### src/rtl/adder_pkg.sv
// Shared types and constants for the pipelined carry-chained adder.
// Default geometry is 16 bits split into four 4-bit chunks.
package adder_pkg;

  localparam int unsigned ADDER_WIDTH  = 16;
  localparam int unsigned ADDER_STAGES = 4;

  // Width of one carry-chain chunk handled by a single pipeline stage.
  function automatic int unsigned chunk_width(input int unsigned width,
                                              input int unsigned stages);
    return width / stages;
  endfunction

  // Stage register layout for the default geometry. Low chunks of res hold
  // finished sum bits and high chunks still hold operand A. opb holds operand B
  // chunks that have not been consumed yet.
  typedef struct packed {
    logic                   valid;
    logic                   carry;
    logic [ADDER_WIDTH-1:0] res;
    logic [ADDER_WIDTH-1:0] opb;
  } stage_reg_t;

endpackage

### src/rtl/pipe_adder_if.sv
// Producer/consumer bus of pipe_adder. The producer side pushes operands with
// in_valid/in_ready, and the consumer side pops results with out_valid/out_ready.
// The ovf signal exists only when PIPE_ADDER_OVF_EN is defined.
interface pipe_adder_if
  import adder_pkg::*;
#(
  parameter int unsigned WIDTH = ADDER_WIDTH
);

  logic             in_valid;
  logic             in_ready;
  logic [WIDTH-1:0] a;
  logic [WIDTH-1:0] b;
  logic             c_in;
  logic             out_valid;
  logic             out_ready;
  logic [WIDTH-1:0] sum;
  logic             c_out;
`ifdef PIPE_ADDER_OVF_EN
  logic             ovf;
`endif

  // Environment view: drives operands and result back-pressure.
  modport master (
`ifdef PIPE_ADDER_OVF_EN
    input  ovf,
`endif
    output in_valid, a, b, c_in, out_ready,
    input  in_ready, out_valid, sum, c_out
  );

  // Adder view.
  modport slave (
`ifdef PIPE_ADDER_OVF_EN
    output ovf,
`endif
    input  in_valid, a, b, c_in, out_ready,
    output in_ready, out_valid, sum, c_out
  );

endinterface

### src/rtl/adder_chunk.sv
// One combinational slice of the carry chain: {cout, s_k} = a_k + b_k + cin.
module adder_chunk #(
  parameter int unsigned CW = 4
) (
  input  logic [CW-1:0] a_k,
  input  logic [CW-1:0] b_k,
  input  logic          cin,
  output logic [CW-1:0] s_k,
  output logic          cout
);

  assign {cout, s_k} = {1'b0, a_k} + {1'b0, b_k} + {{CW{1'b0}}, cin};

endmodule

### src/rtl/pipe_adder_chk.sv
// Elaboration-time sanity checks on the pipe_adder geometry.
module pipe_adder_chk #(
  parameter int unsigned WIDTH  = 16,
  parameter int unsigned STAGES = 4
) ();

  if (STAGES < 1) begin : g_bad_stages
    $error("pipe_adder: STAGES must be at least 1");
  end else if ((WIDTH % STAGES) != 0) begin : g_bad_width
    $error("pipe_adder: WIDTH must be a multiple of STAGES");
  end

endmodule

### src/rtl/pipe_adder.sv
// Pipelined carry-chained adder with valid/ready on both sides.
// Stage k resolves chunk k of the sum and passes its carry to stage k+1.
// One global advance enable moves or freezes the whole pipe, and bubbles are
// kept in place. Optional feature: PIPE_ADDER_OVF_EN adds a registered signed
// overflow output.
module pipe_adder
  import adder_pkg::*;
#(
  parameter int unsigned WIDTH  = ADDER_WIDTH,
  parameter int unsigned STAGES = ADDER_STAGES
) (
  input logic         clk,
  input logic         rst_n,
  pipe_adder_if.slave bus
);

  localparam int unsigned CW = chunk_width(WIDTH, STAGES);

  // Same layout as adder_pkg::stage_reg_t, sized for this instance.
  typedef struct packed {
    logic             valid;
    logic             carry;
    logic [WIDTH-1:0] res;
    logic [WIDTH-1:0] opb;
  } stage_t;

  stage_t        stage_q [STAGES];
  stage_t        stage_d [STAGES];
  stage_t        src     [STAGES];
  logic [CW-1:0] ck_sum  [STAGES];
  logic          ck_cout [STAGES];
  logic          adv;

  pipe_adder_chk #(.WIDTH(WIDTH), .STAGES(STAGES)) u_chk ();

  // The pipe moves unless a finished result is waiting on the consumer.
  assign adv           = !stage_q[STAGES-1].valid || bus.out_ready;
  assign bus.in_ready  = adv;
  assign bus.out_valid = stage_q[STAGES-1].valid;
  assign bus.sum       = stage_q[STAGES-1].res;
  assign bus.c_out     = stage_q[STAGES-1].carry;

  // Select each stage's source: bus operands for stage 0, predecessor register otherwise.
  always_comb begin
    src[0].valid = bus.in_valid && adv;
    src[0].carry = bus.c_in;
    src[0].res   = bus.a;
    src[0].opb   = bus.b;
    for (int k = 1; k < STAGES; k++) begin
      src[k] = stage_q[k-1];
    end
  end

  for (genvar g = 0; g < STAGES; g++) begin : g_chunk
    adder_chunk #(.CW(CW)) u_chunk (
      .a_k  (src[g].res[g*CW +: CW]),
      .b_k  (src[g].opb[g*CW +: CW]),
      .cin  (src[g].carry),
      .s_k  (ck_sum[g]),
      .cout (ck_cout[g])
    );
  end

  // Next state of each stage: splice in the resolved chunk, or hold on a stall.
  always_comb begin
    for (int k = 0; k < STAGES; k++) begin
      if (adv) begin
        stage_d[k]                   = src[k];
        stage_d[k].res[k*CW +: CW]   = ck_sum[k];
        stage_d[k].carry             = ck_cout[k];
      end else begin
        stage_d[k] = stage_q[k];
      end
    end
  end

  // Stage registers; reset discards everything in flight.
  always_ff @(posedge clk or negedge rst_n) begin
    if (!rst_n) begin
      for (int k = 0; k < STAGES; k++) begin
        stage_q[k] <= '0;
      end
    end else begin
      for (int k = 0; k < STAGES; k++) begin
        stage_q[k] <= stage_d[k];
      end
    end
  end

`ifdef PIPE_ADDER_OVF_EN
  logic ovf_d;
  logic ovf_q;

  // Signed overflow: operands agree in sign but the resolved MSB disagrees.
  always_comb begin
    if (adv) begin
      ovf_d = (src[STAGES-1].res[WIDTH-1] == src[STAGES-1].opb[WIDTH-1]) &&
              (ck_sum[STAGES-1][CW-1] != src[STAGES-1].res[WIDTH-1]);
    end else begin
      ovf_d = ovf_q;
    end
  end

  // Overflow flag register, aligned with the last stage.
  always_ff @(posedge clk or negedge rst_n) begin
    if (!rst_n) begin
      ovf_q <= 1'b0;
    end else begin
      ovf_q <= ovf_d;
    end
  end

  assign bus.ovf = ovf_q;
`endif

endmodule
### src/flat_wrapper.sv
// flat-port wrapper written by rule: the top's interface ports become plain ports
module pipe_adder_flat import adder_pkg::*;
#(
  parameter int unsigned WIDTH  = ADDER_WIDTH,
  parameter int unsigned STAGES = ADDER_STAGES
)
  (clk, rst_n, bus_in_valid, bus_a, bus_b, bus_c_in, bus_out_ready, bus_in_ready, bus_out_valid, bus_sum, bus_c_out);
  pipe_adder_if #(.WIDTH(WIDTH)) bus_i ();
  input logic clk;
  input logic rst_n;
  input wire logic [$bits(bus_i.in_valid)-1:0] bus_in_valid;
  input wire logic [$bits(bus_i.a)-1:0] bus_a;
  input wire logic [$bits(bus_i.b)-1:0] bus_b;
  input wire logic [$bits(bus_i.c_in)-1:0] bus_c_in;
  input wire logic [$bits(bus_i.out_ready)-1:0] bus_out_ready;
  output wire logic [$bits(bus_i.in_ready)-1:0] bus_in_ready;
  output wire logic [$bits(bus_i.out_valid)-1:0] bus_out_valid;
  output wire logic [$bits(bus_i.sum)-1:0] bus_sum;
  output wire logic [$bits(bus_i.c_out)-1:0] bus_c_out;
  assign bus_i.in_valid = bus_in_valid;
  assign bus_i.a = bus_a;
  assign bus_i.b = bus_b;
  assign bus_i.c_in = bus_c_in;
  assign bus_i.out_ready = bus_out_ready;
  assign bus_in_ready = bus_i.in_ready;
  assign bus_out_valid = bus_i.out_valid;
  assign bus_sum = bus_i.sum;
  assign bus_c_out = bus_i.c_out;
  pipe_adder #(.WIDTH(WIDTH), .STAGES(STAGES)) u_core (.clk(clk), .rst_n(rst_n), .bus(bus_i));
endmodule
### config.mk
export PLATFORM = sky130hd
export DESIGN_NAME = pipe_adder_flat
export DESIGN_NICKNAME = d
export VERILOG_FILES = /design/src/rtl/adder_pkg.sv /design/src/rtl/pipe_adder_if.sv /design/src/rtl/adder_chunk.sv /design/src/rtl/pipe_adder_chk.sv /design/src/rtl/pipe_adder.sv /design/src/flat_wrapper.sv
export SDC_FILE = /design/constraint.sdc
export NUM_CORES = 1
export LEC_CHECK = 0
export CAP_MARGIN = 20
export CORE_MARGIN = 2
export CORE_UTILIZATION = 59
export CTS_CLUSTER_SIZE = 24
export DETAILED_ROUTE_END_ITERATION = 12
export GPL_TIMING_DRIVEN = 1
export PLACE_DENSITY = 0.85
export SYNTH_ARGS = -nofsm -noshare
export SYNTH_HDL_FRONTEND = slang
export SYNTH_SLANG_ARGS = --single-unit
### constraint.sdc
create_clock -name clk -period 5.3 [get_ports clk]
set_clock_uncertainty 0.15 [all_clocks]
set_input_delay 1.06 -clock clk [delete_from_list [all_inputs] [get_ports clk]]
set_output_delay 1.06 -clock clk [all_outputs]
set_load 0.1 [all_outputs]
-- Word level (Yosys, flattened, before mapping)
Cells that the tools add are included.
- flip-flop bits (word level): 120
- input bits: 37
- output and inout bits: 19
- logic and storage cells: 26
- add/sub/neg operators: 8
- reductions and logical operators: 3
- operators by type and width (kind ; number):
    4-bit by 4-bit adder with 5-bit output ; 4
    5-bit by 1-bit adder with 5-bit output ; 4
    1-bit logical AND ; 1
    1-bit logical NOT ; 1
    1-bit logical OR ; 1

-- Logic depth before layout (Yosys ltp)
- word-level depth: 3
- mapped depth: 7
- depth with buffers taken out: 7

-- Cells and area by module
A second synthesis with hierarchy kept.
- cell total of the unflattened synthesis: 268
- area, all modules: 4259.1 um2
- by module, submodules not included (module ; times used ; cells each ; area an instance (um2) ; seq. area each (um2)):
    pipe_adder ; 1 ; 204 ; 3683.5 ; 2402.3
    adder_chunk ; 4 ; 16 ; 143.9 ; 0.0

-- Worst setup path before layout
Ideal clock, no wire load.
- kind: input port to output port
- from: input bus_out_ready
- to: output bus_in_ready
- data arrival time: 1.755 ns
- required time: 4.090 ns
- slack: 2.335 ns
- stages on the path: 4
- path buffers: 2
- cells stage by stage: nor2b_4 > buf_6 > inv_2 > buf_2
- longest elaborated chain between the ends: 1
- RTL lines (item ; line ; text):
    start: declaration ; flat_wrapper.sv:15 ; input wire logic [$bits(bus_i.out_ready)-1:0] bus_out_ready;
    1-bit logical OR ; pipe_adder.sv:37 ; assign adv = !stage_q[STAGES-1].valid || bus.out_ready;
    end: declaration ; flat_wrapper.sv:16 ; output wire logic [$bits(bus_i.in_ready)-1:0] bus_in_ready;
Every way passes these cells.

-- Worst setup path after layout
Same ends and word-level chain as after synthesis.

==> metrics.yaml <==
grt_max_degree: 104
clkTransAtPathRegs_ps: 90
cts_hold_buf: 0
numCtsBuffers: 9
leakagePower_nw: 2.54
nets: 549
hold_viol: 0
drt_iter0_markers: 242
synth.avg_cell_area_um2: 9.32
coreArea_um2: 6790
seq_area_frac_synth_pct: 58.0
syn_inst: 444
yosys_warnings: 0
critical_path_class: "input port to output port"
die_x_um: 87.8
synth_top_area_share_pct: 58.0
place_congestion: 0.790
pre_cts_ws_ps: 2190
status: "finished clean"
setup_viol: 0
post_cts_resized: 0
grt_setup_unrepaired: "false"
post_cts_buffers: 0
cp-start-kind: "input port"
die_h_um: 87.8
startpoint: "bus_out_ready"
post-route-period-util_pct: 58.7
r2r_start: "u_core.bus.out_valid$_DFFE_PN0N_"
relSlewSlack_pct: 35.0
critPathRequiredTime_ps: 4090
pin_count: 56
clockBufferDepth: 2
worstSkewPairLatency_ps: 360
synth.area.top_cells: "dfrtp_1 (58%), nand2_1 (21%), fa_1 (3.9%), ha_1 (3.6%), buf_6 (2.2%)"
setup_slack_ps: 2190
endpoint: "bus_in_ready"
numPortBuffers: 55
maxCapViolCount: 0
async_reset_ff_share_pct: 100
root_buffer: "clkbuf_8"
peakVddDrop_uv: 279
min_path_type: "flip-flop to flip-flop"
remaining_drc_errors: 0
drive_gt1_share_pct: 4.63
synth_edf_count: 0
synthFlopType: "dfrtp_1"
ff2ff_path_depth: 5
rrSetupSlack_ps: 3330
powerDensity_nw_per_um2: 665
cts_sinks: 96
grt_overflow: 0
start_util_pct: 60.9
antenna_found_initial: 0
wl_per_cell_um: 12.6
dp_hpwl_mm: 4.93
totalWireLength_mm: 7.49
tightestPinTransition_ps: 973
h-tree-depth: 3
ys_types: 24
critical_path_peak_fanout: 2
synth_top_area_cell: "dfrtp_1"
postSynthNetCount: 501
r2r-end: "u_core.src[26]$_DFFE_PN0N_"
grt_pass1_vias: 2858
maxSlewViolCount: 0
cts_tree: "built"
via_count: 2926
viasPerCell: 4.93
fin_crit_ps: 3110
synth_area_um2: 4140
antenna_left: 0
cp_data_arrival_time_ps: 1900
grt_usage_pct: 21.4
antenna_cells: 0
synth_seq_cells: 96
rows: 30
max_freq_mhz: 321
dr.pass1.iters: 4
area_growth_pct: 19.3
fin_tns_setup_ps: 0
yosysMostFrequentCell: "nand2_1"
grt_pass1_wl_mm: 12.6
die-area_um2: 7700
end_kind: "output port"
yosys-top-cells-count: "nand2_1 (231), dfrtp_1 (96), inv_1 (14), o21ai_0 (14), a21oi_1 (13)"
==> per-layer routing <==
metal,track usage [%],wire (um),part of all wire (%),vias up
li1,-,-,-,1459
met1,27.7,3280,44,1389
met2,35.7,3760,50,61
met3,3.11,254,3.4,17
met4,10.8,194,2.6,0
met5,0,0,0,-
==> state kept, by name, summed over array words and instances (netlist names) <==
name / count
u_core.bus.c_out: 1
u_core.bus.out_valid: 1
u_core.bus.sum: 16
u_core.src: 78
==> layout make-up <==
cell class              count  area (um^2)
fillers                   485         1860
multi-input cells         312         1530
well taps                  96          120
clock buffers              11          151
repair buffers             58          581
inverters                  15         56.3
clock inverters             5          103
flip-flops and latches     96         2400
==> logic make-up after synthesis <==
logic type	count (synthesis)	share of synthesized area (%)
simple gates	250	23.2
xor+xnor	6	1.27
flops	96	58.0
buf+inv	36	5.11
fa+ha+maj	20	7.50
compound gates	36	4.84
==> layout by cell type (no fill, tap or decap), types with 2 or more instances in the layout <==
cell	count
a21o_1	4
a21oi_1	13
buf_4	4
bufinv_16	3
clkbuf_8	11
clkdlybuf4s50_1	53
dfrtp_1	96
fa_1	8
ha_1	12
inv_1	14
nand2_1	231
nor2_1	12
nor2b_1	4
o21a_1	2
o21ai_0	14
xor2_1	5
==> metrics by stage <==
step	cell area (um^2)	utilization [%]	total power, mW	cells	hold slack [ps]
final	4940	72.7	3.28	593	318
after global routing	4940	72.7	3.49	593	346
after CTS	4940	72.7	3.31	593	324
after detailed placement	4680	69.0	2.72	577	304
after global placement	4680	69.0	2.64	577	298
after floorplan	4140	-	2.38	444	280
==> worst min-delay path by stage <==
stage | from | endpoint | slack, ps | cells after the start
4_1_cts | u_core.src[96]$_DFFE_PN0N_ | u_core.src[62]$_DFFE_PN0N_ | 320 | 2
3_3_place_gp | u_core.src[33]$_DFFE_PN0N_ | u_core.src[33]$_DFFE_PN0N_ | 300 | 2
2_1_floorplan | u_core.src[33]$_DFFE_PN0N_ | u_core.src[33]$_DFFE_PN0N_ | 280 | 2
3_5_place_dp | u_core.src[49]$_DFFE_PN0N_ | u_core.src[15]$_DFFE_PN0N_ | 300 | 2
6_report | u_core.bus.sum[5]$_DFFE_PN0N_ | u_core.bus.sum[5]$_DFFE_PN0N_ | 320 | 2
5_1_grt | u_core.bus.sum[5]$_DFFE_PN0N_ | u_core.bus.sum[5]$_DFFE_PN0N_ | 350 | 2
==> report_power, final <==
group / switching (mW) / internal [mW] / total, mW
sequential: 0.174 / 1.05 / 1.22
clock: 0.242 / 0.338 / 0.580
combinational: 1.03 / 0.450 / 1.48
==> worst max-delay path, stage by stage <==
cell and delay [ps]:
clkdlybuf4s50_1 440, nor2b_4 150, inv_2 80, buf_12 170
No activity file was read; power rests on OpenSTA's default activity.
